[src/rtl/list_writer.sv]
// -----------------------------------------------------------------------------
// list_writer
//
// Builds a singly linked list of 32-bit values in a dual-port RAM, one
// two-word node per accepted element:
//    mem[addr]   = value
//    mem[addr+1] = next node address, 0 terminates the list
// Nodes are allocated back to back starting at BASE_ADDR. The list-summing
// data path later walks this layout starting from `head`.
//
// Parameters
//    ADDR_W     RAM address width (RAM holds 2^ADDR_W words)
//    BASE_ADDR  address of the first node, nonzero and <= 2^ADDR_W-2
//
// Ports
//    clk        clock, rising edge
//    rst        synchronous active-high reset
//    start      begin a new list (honoured only while idle)
//    in_valid   in_data / in_last valid
//    in_ready   writer can accept an element
//    in_data    element value
//    in_last    element is the list tail
//    we         RAM write enable
//    waddr      RAM write address (0 when we=0)
//    wdata      RAM write data    (0 when we=0)
//    head       address of the first node, zero-extended to 32 bits
//    busy       high whenever the FSM is not idle
//    done       one-cycle pulse once the list is terminated
//    overflow   sticky: list truncated because no room for another node
// -----------------------------------------------------------------------------
module list_writer #(
   parameter int ADDR_W    = 8,
   parameter int BASE_ADDR = 2
) (
   input  logic              clk,
   input  logic              rst,
   input  logic              start,
   input  logic              in_valid,
   output logic              in_ready,
   input  logic [31:0]       in_data,
   input  logic              in_last,
   output logic              we,
   output logic [ADDR_W-1:0] waddr,
   output logic [31:0]       wdata,
   output logic [31:0]       head,
   output logic              busy,
   output logic              done,
   output logic              overflow
);

   localparam logic [2:0] S_IDLE    = 3'd0;
   localparam logic [2:0] S_ACCEPT  = 3'd1;
   localparam logic [2:0] S_WR_VAL  = 3'd2;
   localparam logic [2:0] S_WR_NEXT = 3'd3;
   localparam logic [2:0] S_DONE    = 3'd4;

   localparam logic [ADDR_W-1:0] BASE     = ADDR_W'(BASE_ADDR);
   // Highest RAM address, held one bit wider so the room check cannot wrap.
   localparam logic [ADDR_W:0]   MAX_ADDR = {1'b0, {ADDR_W{1'b1}}};

   logic [2:0]        state_q, state_d;
   logic [ADDR_W-1:0] ptr_q,   ptr_d;
   logic [ADDR_W-1:0] head_q,  head_d;
   logic [31:0]       data_q,  data_d;
   logic              last_q,  last_d;
   logic              ovf_q,   ovf_d;

   logic [ADDR_W-1:0] ptr_p1, ptr_p2;
   logic [ADDR_W:0]   ptr_p3;
   logic              no_room;

   assign ptr_p1 = ptr_q + ADDR_W'(1);
   assign ptr_p2 = ptr_q + ADDR_W'(2);
   assign ptr_p3 = {1'b0, ptr_q} + (ADDR_W+1)'(3);
   // The next node would need ptr+2 and ptr+3; refuse it if ptr+3 is beyond
   // the top of the RAM so the allocator never wraps back to address 0.
   assign no_room = (ptr_p3 > MAX_ADDR);

   // ---------------------------------------------------------------------
   // Next-state logic
   // ---------------------------------------------------------------------
   always_comb begin
      state_d = state_q;
      ptr_d   = ptr_q;
      head_d  = head_q;
      data_d  = data_q;
      last_d  = last_q;
      ovf_d   = ovf_q;
      case (state_q)
         S_IDLE: begin
            if (start) begin
               state_d = S_ACCEPT;
               ptr_d   = BASE;
               head_d  = BASE;
               ovf_d   = 1'b0;
            end
         end
         S_ACCEPT: begin
            if (in_valid) begin
               data_d  = in_data;
               last_d  = in_last;
               state_d = S_WR_VAL;
            end
         end
         S_WR_VAL: begin
            state_d = S_WR_NEXT;
         end
         S_WR_NEXT: begin
            if (last_q) begin
               state_d = S_DONE;
            end else if (no_room) begin
               ovf_d   = 1'b1;
               state_d = S_DONE;
            end else begin
               ptr_d   = ptr_p2;
               state_d = S_ACCEPT;
            end
         end
         S_DONE: begin
            state_d = S_IDLE;
         end
         default: begin
            state_d = S_IDLE;
         end
      endcase
   end

   // ---------------------------------------------------------------------
   // State registers
   // ---------------------------------------------------------------------
   always_ff @(posedge clk) begin
      if (rst) begin
         state_q <= S_IDLE;
         ptr_q   <= '0;
         head_q  <= '0;
         data_q  <= '0;
         last_q  <= 1'b0;
         ovf_q   <= 1'b0;
      end else begin
         state_q <= state_d;
         ptr_q   <= ptr_d;
         head_q  <= head_d;
         data_q  <= data_d;
         last_q  <= last_d;
         ovf_q   <= ovf_d;
      end
   end

   // ---------------------------------------------------------------------
   // Moore outputs
   // ---------------------------------------------------------------------
   always_comb begin
      in_ready = 1'b0;
      we       = 1'b0;
      waddr    = '0;
      wdata    = '0;
      done     = 1'b0;
      case (state_q)
         S_ACCEPT: begin
            in_ready = 1'b1;
         end
         S_WR_VAL: begin
            we    = 1'b1;
            waddr = ptr_q;
            wdata = data_q;
         end
         S_WR_NEXT: begin
            we    = 1'b1;
            waddr = ptr_p1;
            // Tail or truncated list gets the 0 terminator; otherwise link
            // to the node that will be allocated right after this one.
            if (!last_q && !no_room) begin
               wdata = 32'(ptr_p2);
            end
         end
         S_DONE: begin
            done = 1'b1;
         end
         default: begin
         end
      endcase
   end

   assign busy     = (state_q != S_IDLE);
   assign head     = 32'(head_q);
   assign overflow = ovf_q;

endmodule

[config.mk]
export PLATFORM = sky130hd
export DESIGN_NAME = list_writer
export DESIGN_NICKNAME = d
export VERILOG_FILES = /design/src/rtl/list_writer.sv
export SDC_FILE = /design/constraint.sdc
export NUM_CORES = 1
export LEC_CHECK = 0
export CORE_ASPECT_RATIO = 2
export CORE_MARGIN = 3
export CORE_UTILIZATION = 45
export DETAILED_ROUTE_END_ITERATION = 10
export GPL_TIMING_DRIVEN = 1
export HOLD_SLACK_MARGIN = 0.15
export PLACE_DENSITY = 0.86
export SYNTH_ARGS = -nofsm -noshare
export SYNTH_HDL_FRONTEND = slang
export SYNTH_SLANG_ARGS = --single-unit
[constraint.sdc]
create_clock -name clk -period 4.7 [get_ports clk]
set_input_delay 0.94 -clock clk [delete_from_list [all_inputs] [get_ports clk]]
set_output_delay 0.94 -clock clk [all_outputs]
set_load 0.005 [all_outputs]
# Yosys cells after proc, flatten, opt, wreduce, memory -nomap -nowiden
# Index checks and enable logic that the tools add are counted.
dict set report word_totals {
  mem_bits_ro 0
  ff_bits 46
  out_inout_bits 77
  n_memories 0
  latch_bits 0
  ram_bits 0
}
dict set report classes {
  n_addsub 3
  div 0
  bitwise 0
  n_shift 0
  reduce_logical 12
  order_cmp 1
  eq_ne 9
  mux 19
  n_mul 0
}
# cell n
set op_table {}
lappend op_table {{$pmux W32 S2} 1}
lappend op_table {{$mux W8} 4}
lappend op_table {{$pmux W8 S2} 2}
lappend op_table {{$mux W3} 4}
lappend op_table {{$pmux W3 S4} 1}
lappend op_table {{$ne A2 B2 Y1 const B} 5}
lappend op_table {{$add A8 B2 Y9 const B} 1}
lappend op_table {{$gt A9 B8 Y1 const B} 1}
lappend op_table {{$add A8 B1 Y8 const B} 1}
lappend op_table {{$add A8 B2 Y8 const B} 1}
lappend op_table {{$reduce_and A4 Y1} 2}
lappend op_table {{$eq A3 B2 Y1 const B} 2}
lappend op_table {{$mux W1} 6}
lappend op_table {{$reduce_and A2 Y1} 3}
lappend op_table {{$eq A3 B1 Y1 const B} 1}
lappend op_table {{$eq A3 B3 Y1 const B} 1}
lappend op_table {{$logic_not A3 Y1} 1}
lappend op_table {{$reduce_bool A3 Y1} 1}
lappend op_table {{$logic_not A1 Y1} 2}
lappend op_table {{$pmux W1 S2} 1}
lappend op_table {{$reduce_bool A2 Y1} 1}
lappend op_table {{$reduce_or A2 Y1} 1}
lappend op_table {{$logic_and A1 B1 Y1} 1}

# Logic depth before layout (Yosys ltp)
# Gate-level depths: netlist (run 1).
dict set report depth {
  depth_word 6
  depth_mapped 7
}

# Least setup slack after synthesis (run 1)
# OpenSTA, ideal clock, no wires.
dict set report synth_path {
  kind {flip-flop to output port}
  startpoint {register ptr_q[1]}
  endpoint {output wdata[2]}
  path_slack_ps 2052
  stages_incl_launch_ff 8
  arrival_time_ps 1708
  n_path_buf 0
  path_cell_list {dfxtp_1 inv_1 ha_1 o211a_1 and3_1 o211a_4 or3_1 nand2_1}
}
dict set report synth_between {
  elab_chain_len 6
  elab_cells_between_ends 7
  cone_classes {add/sub (2); order compare (1); mux (2); reduce/logical (2)}
}
# item line
set synth_lines {}
lappend synth_lines {{start: declaration} 62} ;# logic [ADDR_W-1:0] ptr_q, ptr_d;
lappend synth_lines {{start signal: assignment} 141} ;# ptr_q <= ptr_d;
lappend synth_lines {{$add A8 B2 Y9} 74} ;# assign ptr_p3 = {1'b0, ptr_q} + (ADDR_W+1)'(3);
lappend synth_lines {{$gt A9 B8 Y1} 77} ;# assign no_room = (ptr_p3 > MAX_ADDR);
lappend synth_lines {{$logic_not A1 Y1} 172} ;# if (!last_q && !no_room) begin
lappend synth_lines {{$logic_and A1 B1 Y1} 172}
lappend synth_lines {{$mux W8 (*)} 172}
lappend synth_lines {{$pmux W32 S2 (*)} 158} ;# case (state_q)
lappend synth_lines {{end: declaration} 44} ;# output logic [31:0] wdata,
# Mark *: on every way between the ends. The rest lies on a longest branch, timed or not.

# Worst setup path after layout (run 1)
dict set report layout_path {
  startpoint {register state_q[1]}
  endpoint {output wdata[7]}
}
dict set report layout_between {
  elab_chain_len 2
  elab_cells_between_ends 3
  cone_classes {eq/ne (2); mux (1)}
}
# item line
set layout_lines {}
lappend layout_lines {{start: declaration} 61} ;# logic [2:0] state_q, state_d;
lappend layout_lines {{start signal: assignment} 140} ;# state_q <= state_d;
lappend layout_lines {{$eq A3 B2 Y1} 158}
lappend layout_lines {{$pmux W32 S2 (*)} 158}
# Marked as above.

==> flow_summary_export.csv, run 1 <==
group,metric,value,unit
logic_synthesis,syn_avg_cell_area,7.80,sq um
routing,drt_wl_total,6470,um
logic_synthesis,synth_cell_type_count,51,
logic_synthesis,yosysMostFrequentCell,"nand2_1",
die,die_w,58.9,um
logic_synthesis,ys_ff_latch,45,
clock_network,clkSinkCount,45,
die,start_util,0.465,
layout,final_nets,429,
routing,vias,2335,
logic_synthesis,netlist_area,2520,sq um
sta,rsz0062_at_grt,"false",
global_route,grtUsageTotal,0.195,
hold_path,hold_path.class,"flop to flop",
clock_network,cts.path.max_buffers,2,
setup_path,crit_chain,"nor2b_2 -> nor2b_2 -> nand2_1 -> nand2_1 -> clkdlybuf4s50_1",
routing,routedWlPerCell,14.4,um
clock_network,cts_buffers,5,
die,placementRows,38,
placed_design,place.gp.congestion,0.853,
clock_network,clk_pin_slew,0.09,ns
setup_path,crit_type,"flop to output port",
routing,top_layer,"met4",
sta,skew,0.00695,ns
power_and_ir_drop,power.leakage,1.29,nW
logic_synthesis,synth_top_area_cell,"dfxtp_1",
sta,hold_viol_final,0,
global_route,grt-ovfl-total,0,
clock_network,clock-root-buffer,"clkbuf_8",
sta,worst_pin_slew,1.16,ns
sta,clock.fmax,0.259,GHz
sta,max_slew_margin,0.227,
job,max_cap_violations,0,
global_route,antenna_found_initial,0,
setup_path,path_max_fanout,32,
setup_path,cp-end-kind,"output port",
routing,ant_nets,0,
logic_synthesis,async_reset_ff_frac,0,
logic_synthesis,ys_warn_count,0,
setup_path,cp-start-kind,"flop",
status,outcome,"completed",
global_route,grt_pass1_vias,2270,
global_route,grt_first_pass_wirelength,10200,um
routing,drt_pass1_iterations,5,
hold_path,min-delay-start,"data_q[20]",
die,die_h,112,um
clock_network,cts_tree,"yes",
clock_network,cts_resized,0,
die,core_area,5420,sq um
die,dieArea,6590,sq um
sta,fin_crit,3.86,ns
setup_path,required,3.76,ns
global_route,grt_max_degree,48,
routing,viasPerCell,5.18,
layout,syn2layout_area_growth,32.3,%
placed_design,dp_hpwl,4800,um
setup_path,reg2reg_from,"state_q[0]",
clock_network,postCtsSetupBuffers,0,
logic_synthesis,synth_flop_cell,"dfxtp_1",
power_and_ir_drop,vdd_drop_max,0.000235,V
setup_path,r2r_slack,2.45,ns
power_and_ir_drop,p_per_area,262,nW/um^2
setup_path,cp-startpoint,"state_q[1]",
routing,met1Wirelength,2240,um
logic_synthesis,synth_sequential_area_ratio,0.358,
logic_synthesis,netlist_instances,323,
sta,holdWs,0.455,ns
routing,wl_met2,3500,um
setup_path,cp-endpoint,"wdata[7]",
routing,dr_wl_met3,479,um
setup_path,r2r-end,"data_q[22]",
sta,fin_setup_tns,0,ns
setup_path,slowest_delay,0.92,ns
routing,drc,0,
sta,slew_viol_final,0,
clock_network,cts.htree.levels,2,
die,io_pins,114,
clock_network,hold_buffers,0,
placed_design,port_buffers,82,
setup_path,critPathSlowestCell,"nor2b_2",
sta,fin_crit_sh,0.820,
logic_synthesis,synth_commonest_cells,"77 x nand2_1, 45 x dfxtp_1, 38 x a21oi_1, 35 x buf_4, 33 x and2_1",
setup_path,cp.arrival,2.92,ns
sta,setup-violations-final,0,
logic_synthesis,synth_area_leaders,"dfxtp_1 36%, nand2_1 11%, buf_4 10%, and2_1 8.2%, a21oi_1 7.6%",
clock_network,clock_latency,0.29,ns
logic_synthesis,synth_top_area_share,0.358,
setup_path,reg2reg_depth,4,
routing,drtIter0Drc,47,
layout,diodes,0,
layout,drive_gt1_frac,0.0588,
logic_synthesis,synth-edff-count,0,
==> state kept, by name (all words and copies together), names as in the netlist <==
name,flops
data_q,32
ptr_q,7
state_q,3
head_q,1
last_q,1
overflow,1
==> critical path, delay by kind of cell, from the launching register on <==
family | cells | cell delay, ns
AND/OR/NAND/NOR | 4 | 1.63
flip-flops | 1 | 0.47
buffers and inverters | 1 | 0.52
==> routing by layer <==
layer / vias to the layer above / global-route usage
met4: 0 / 0.107
met5: - / 0
met1: 1055 / 0.206
met2: 122 / 0.340
li1: 1138 / -
met3: 20 / 0.0418
==> metrics by stage <==
stage | cells | instance area, sq um | worst slack (ns) | power [W] | utilization
2_1_floorplan | 353 | 2630 | 2.05 | 0.000497 | -
3_3_place_gp | 443 | 3190 | 1.24 | 0.000529 | 0.589
3_5_place_dp | 443 | 3190 | 1.19 | 0.000532 | 0.589
4_1_cts | 451 | 3330 | 0.827 | 0.000877 | 0.615
5_1_grt | 451 | 3330 | 0.555 | 0.000909 | 0.615
6_report | 451 | 3330 | 0.844 | 0.000874 | 0.615
==> layout by cell type (no fill, tap or decap), drive strengths merged, types with 2 or more instances in the layout <==
cell type	Yosys	routed
dfxtp	45	45
o211ai	2	2
inv	4	5
o211a	2	2
o31ai	2	2
nor4b	2	2
nor3	5	5
clkbuf	13	5
nand2b	2	2
and2	34	34
a21boi	2	2
nor3b	2	2
or3	3	3
clkdlybuf4s50	0	82
o221ai	3	3
conb	1	31
nor2b	3	3
a21oi	38	38
nand2	77	77
a2111oi	2	2
xor2	2	2
bufinv	0	2
nor2	9	9
ha	2	2
o21ai	6	6
nand3	6	6
==> worst min-delay path by stage <==
stage	end	cells after the start
finish	data_q[20]	2
CTS	data_q[20]	2
detailed placement	data_q[20]	2
global placement	data_q[21]	2
global route	data_q[10]	2
floorplan	data_q[0]	2
==> kinds of logic after synthesis <==
logic type,synth area share
simple gates,0.293
compound gates,0.181
buf+inv,0.142
flops,0.358
xor+xnor,0.0104
fa+ha+maj,0.00993
other cells,0.00149
mux,0.00397
==> layout make-up <==
| type | count | area (sq um) |
|---|---|---|
| fillers | 502 | 2090 |
| clock buffers | 5 | 68.8 |
| well taps | 60 | 75.1 |
| multi-input cells | 251 | 1380 |
| flip-flops and latches | 45 | 901 |
| inverters | 4 | 15.0 |
| clock inverters | 3 | 68.8 |
| repair buffers | 83 | 828 |
==> power breakdown <==
part           switching (W)  total (W)  internal (W)
Combinational      0.0000577   0.000113     0.0000551
Clock               0.000136   0.000350      0.000214
Sequential         0.0000132   0.000411      0.000398
Total               0.000207   0.000874      0.000667
Note: power is estimated with default switching activity, not from simulation.
==> run 2: changes to the inputs <==
Settings changed: CORE_UTILIZATION 45 to 42, PLACE_DENSITY 0.86 to 0.81.
Clock period 4.7 ns to 3.82 ns, I/O delays scaled along.
==> run 2 against run 1 <==
Register-to-register slack lost 0.69 ns. Flip-flop and latch count is the same. Largest power group unchanged. Count of clock-buffer cells in the layout grew 2. Critical path depth grew 3. Power grew 22%. Clock power grew 19%.
==> flow_summary_export.csv, run 2 (synthesized netlist as in run 1, its figures left out) <==
group,metric,value,unit
placed_design,place.gp.congestion,0.908,
sta,setup-violations-final,0,
routing,routedWlPerCell,13.8,um
global_route,grt_max_degree,48,
routing,drtIter0Drc,47,
power_and_ir_drop,power_frac_clock,0.393,
setup_path,crit_family,"simple AND/OR/NAND/NOR gates",
power_and_ir_drop,p_comb_frac,0.132,
setup_path,reg2reg_from,"state_q[0]",
layout,largest_reg_flops,32,
placed_design,port_buffers,82,
global_route,grt_pass1_vias,2205,
clock_network,cts_resized,0,
power_and_ir_drop,seq_power_share,0.475,
setup_path,crit_chain,"inv_1 -> ha_1 -> o211a_1 -> and3_1 -> o211a_4 -> or3_1 -> nand2_1 -> clkdlybuf4s50_1",
die,die_h,116,um
sta,clock.fmax,0.290,GHz
die,placementRows,39,
clock_network,cts.htree.levels,2,
setup_path,slowest_delay,0.49,ns
routing,drc,0,
power_and_ir_drop,internal_power,0.000815,W
setup_path,cp-start-kind,"flop",
layout,diodes,0,
routing,viasPerCell,5.07,
clock_network,cts_tree,"yes",
clock_network,postCtsSetupBuffers,0,
setup_path,path_max_fanout,8,
die,die_w,60.8,um
sta,rsz0062_at_grt,"false",
sta,skew,0.00258,ns
clock_network,hold_buffers,0,
setup_path,required,3.06,ns
power_and_ir_drop,p_per_area,317,nW/um^2
clock_network,cts_buffers,5,
layout,layout_commonest_cell,"clkdlybuf4s50_1",
power_and_ir_drop,switchingPower,0.000248,W
job,max_cap_violations,0,
routing,vias,2295,
die,io_pins,114,
sta,fin_crit,3.45,ns
layout,regMostFlops,"data_q",
power_and_ir_drop,p_sw_frac,0.233,
setup_path,critPathSlowestCell,"clkdlybuf4s50_1",
global_route,grt-ovfl-total,0,
die,dieArea,7020,sq um
setup_path,r2r_slack,1.76,ns
sta,holdWs,0.448,ns
routing,drt_wl_total,6270,um
hold_path,hold_path.class,"flop to flop",
placed_design,dp_slack,0.692,ns
sta,worst_pin_slew,1.08,ns
global_route,grtUsageTotal,0.187,
setup_path,cp.arrival,2.68,ns
global_route,antenna_found_initial,0,
layout,mostFrequentLayoutCells,"81 x clkdlybuf4s50_1, 77 x nand2_1, 45 x dfxtp_1",
layout,top_regs,"data_q x32, ptr_q x7, state_q x3",
die,start_util,0.437,
setup_path,cp-end-kind,"output port",
setup_path,crit_type,"flop to output port",
hold_path,min-delay-start,"data_q[25]",
sta,fin_crit_sh,0.903,
clock_network,clock-root-buffer,"clkbuf_16",
power_and_ir_drop,vdd_drop_max,0.000368,V
layout,syn2layout_area_growth,32.9,%
layout,drive_gt1_frac,0.0612,
status,outcome,"completed",
setup_path,r2r-end,"data_q[13]",
clock_network,cts.path.max_buffers,2,
setup_path,reg2reg_depth,4,
routing,drt_pass1_iterations,4,
setup_path,cp_num_buf_inv,2,
clock_network,clock_latency,0.28,ns
layout,final_nets,431,
clock_network,clkSinkCount,45,
hold_path,min_to,"data_q[25]",
clock_network,clk_pin_slew,0.06,ns
sta,slew_viol_final,0,
placed_design,dp_hpwl,4620,um
global_route,grt_first_pass_wirelength,10100,um
routing,ant_nets,0,
sta,fin_setup_tns,0,ns
sta,setup_ws,0.372,ns
sta,max_slew_margin,0.280,
sta,hold_viol_final,0,
die,core_area,5760,sq um
hold_path,hold_depth,2,
power_and_ir_drop,power.leakage,1.30,nW
-- run 2: how the worst max path moves through the flow --
stage	slack [ns]	end	depth (start not counted)	from
detailed placement	0.69	wdata[2]	8	ptr_q[1]
finish	0.37	wdata[2]	8	ptr_q[1]
global placement	0.74	wdata[2]	8	ptr_q[1]
global route	0.24	wdata[2]	8	ptr_q[1]
CTS	0.39	wdata[2]	8	ptr_q[1]
floorplan	1.35	wdata[2]	7	ptr_q[1]
-- run 2: tightest hold or removal path, delay by kind of cell, from the launching register on --
kind	cells	cell delay (ns)
simple gates	1	0.05
compound gates	1	0.05
flops	1	0.30
-- run 2: power groups by stage --
stage          combinational [W]  clock (W)  sequential, W
4_1_cts                 0.000140   0.000430       0.000505
3_5_place_dp            0.000140          0       0.000515
2_1_floorplan           0.000103          0       0.000508
3_3_place_gp            0.000138          0       0.000514
5_1_grt                 0.000156   0.000453       0.000509
6_report                0.000140   0.000418       0.000505
-- run 2: area by class of cell --
cell class | instances | area, sq um
timing repair buffer | 85 | 838
fill | 542 | 2410
multi-input combinational | 251 | 1380
inverter | 4 | 15.0
clock buffer | 7 | 143
sequential | 45 | 901
tap | 61 | 76.3
-- run 2: routing by layer --
layer  routed length (um)  vias to the layer above  track usage  part of all wire
met3                  388                       12       0.0401             0.062
met5                    0                        -            0                 0
met2                 3430                       91        0.322              0.55
li1                     -                     1148            -                 -
met4                  176                        0       0.0854             0.028
met1                 2280                     1044        0.212              0.36
-- run 2: through the flow --
stage	cell area [sq um]	instances	utilization	power (W)
after global routing	3350	453	0.581	0.00112
after floorplan	2630	353	-	0.000612
after global placement	3210	446	0.557	0.000652
after CTS	3350	453	0.581	0.00108
final	3350	453	0.581	0.00106
after detailed placement	3210	446	0.557	0.000655
==> run 3: changes to the inputs <==
Settings changed: GPL_TIMING_DRIVEN 1 to 0.
==> run 3 against run 2 <==
Count of clock-buffer cells in the layout did not move. Final cell count is 11% higher. Core utilization up 5.6 points. Critical path type unchanged. Critical endpoint is now wdata[5].
==> flow_summary_export.csv, run 3 (synthesized netlist as in run 1, its figures left out) <==
group,metric,value,unit
status,outcome,"completed",
global_route,grt_first_pass_wirelength,11100,um
clock_network,cts_buffers,5,
setup_path,r2r_slack,1.74,ns
clock_network,clk_pin_slew,0.06,ns
die,placementRows,39,
global_route,antenna_found_initial,0,
clock_network,cts.path.max_buffers,2,
routing,routedWlPerCell,13.6,um
die,die_h,116,um
layout,diodes,0,
power_and_ir_drop,power.leakage,1.52,nW
sta,fin_crit,3.49,ns
sta,max_slew_margin,0.660,
routing,drtIter0Drc,90,
layout,top_regs,"data_q x32, ptr_q x7, state_q x3",
global_route,grt-ovfl-total,0,
layout,syn2layout_area_growth,45.8,%
layout,final_nets,481,
global_route,grt_max_degree,13,
routing,drt_pass1_iterations,6,
placed_design,place.gp.congestion,0.819,
setup_path,cp.arrival,2.73,ns
sta,fin_crit_sh,0.914,
clock_network,hold_buffers,0,
placed_design,placedCellCount,496,
global_route,grtUsageTotal,0.206,
routing,drt_wl_total,6820,um
power_and_ir_drop,power,0.00111,W
clock_network,cts.htree.levels,2,
layout,mostFrequentLayoutCells,"82 x clkdlybuf4s50_1, 77 x nand2_1, 45 x dfxtp_1",
power_and_ir_drop,vdd_drop_max,0.000313,V
job,max_cap_violations,0,
routing,viasPerCell,4.98,
sta,slew_viol_final,0,
setup_path,cp-start-kind,"flop",
routing,vias,2505,
clock_network,cts_resized,0,
routing,dr_wl_met3,403,um
sta,setup-violations-final,0,
clock_network,clock_latency,0.28,ns
layout,largest_reg_flops,32,
clock_network,postCtsSetupBuffers,0,
setup_path,required,3.06,ns
routing,wl_met2,3720,um
sta,skew,0.00512,ns
setup_path,path_max_fanout,8,
global_route,grt_pass1_vias,2437,
sta,worst_pin_slew,0.511,ns
die,core_area,5760,sq um
layout,layout.area.seq,901,sq um
layout,drive_gt1_frac,0.133,
die,start_util,0.437,
die,die_w,60.8,um
clock_network,cts_tree,"yes",
placed_design,port_buffers,82,
layout,regMostFlops,"data_q",
sta,rsz0062_at_grt,"false",
hold_path,hold_path.class,"flop to flop",
clock_network,clkSinkCount,45,
layout,multi_input_area,1370,sq um
sta,fin_setup_tns,0,ns
layout,nFillCells,511,
layout,layout_commonest_cell,"clkdlybuf4s50_1",
placed_design,dp_hpwl,5420,um
routing,met1Wirelength,2390,um
routing,drc,0,
power_and_ir_drop,p_per_area,302,nW/um^2
layout,final_cells,503,
sta,clock.fmax,0.287,GHz
sta,hold_viol_final,0,
routing,ant_nets,0,
die,io_pins,114,
clock_network,clock-root-buffer,"clkbuf_16",
die,dieArea,7020,sq um
routing,top_layer,"met4",
setup_path,crit_type,"flop to output port",
setup_path,cp-end-kind,"output port",
[run 3: cell types whose count changed in the layout (fill, tap and decap cells not counted)]
cell	change
buf_2	+3
buf_4	+32
buf_6	+1
clkbuf_1	+13
clkdlybuf4s50_1	+1
nor2b_1	+1
nor2b_2	-1
[run 3: final timing paths]
kind | startpoint | end | cells after the start
min | data_q[15] | data_q[15] | 2
min reg2reg | data_q[15] | data_q[15] | 2
max reg2reg | ptr_q[1] | overflow | 6
max | ptr_q[1] | wdata[5] | 8
[run 3: layer usage]
layer	vias to the layer above	global-route usage
met5	-	0
met4	0	0.110
met3	25	0.0424
met2	105	0.383
met1	1130	0.200
li1	1245	-
[run 3: power breakdown]
group / total [W] / switching [W] / internal, W
clock: 0.000426 / 0.000169 / 0.000257
combinational: 0.000180 / 0.0000842 / 0.0000957
sequential: 0.000502 / 0.0000122 / 0.000490
total: 0.00111 / 0.000265 / 0.000842
[run 3: through the flow]
| step | area (sq um) | setup slack [ns] | utilization | hold WS, ns |
|---|---|---|---|---|
| 2_1_floorplan | 2630 | 1.35 | - | 0.432 |
| 5_1_grt | 3670 | 0.169 | 0.638 | 0.464 |
| 4_1_cts | 3670 | 0.343 | 0.638 | 0.450 |
| 6_report | 3670 | 0.330 | 0.638 | 0.449 |
| 3_5_place_dp | 3530 | 0.654 | 0.613 | 0.442 |
| 3_3_place_gp | 3530 | 0.690 | 0.613 | 0.438 |
[run 3: critical path, stage by stage, from the launching register on]
cell and delay, ns:
dfxtp_1 0.49, inv_1 0.11, ha_1 0.32, o211a_1 0.23, and3_1 0.20, o211a_4 0.17
nor3_1 0.29, a21o_1 0.13, clkdlybuf4s50_1 0.49
[run 3: area by class of cell]
type                       count  share of cell area
clock buffer                   7              0.0389
multi-input combinational    251               0.374
sequential                    45               0.245
timing repair buffer          82               0.224
tap                           61              0.0208
buffer                        53              0.0934
inverter                       4             0.00409
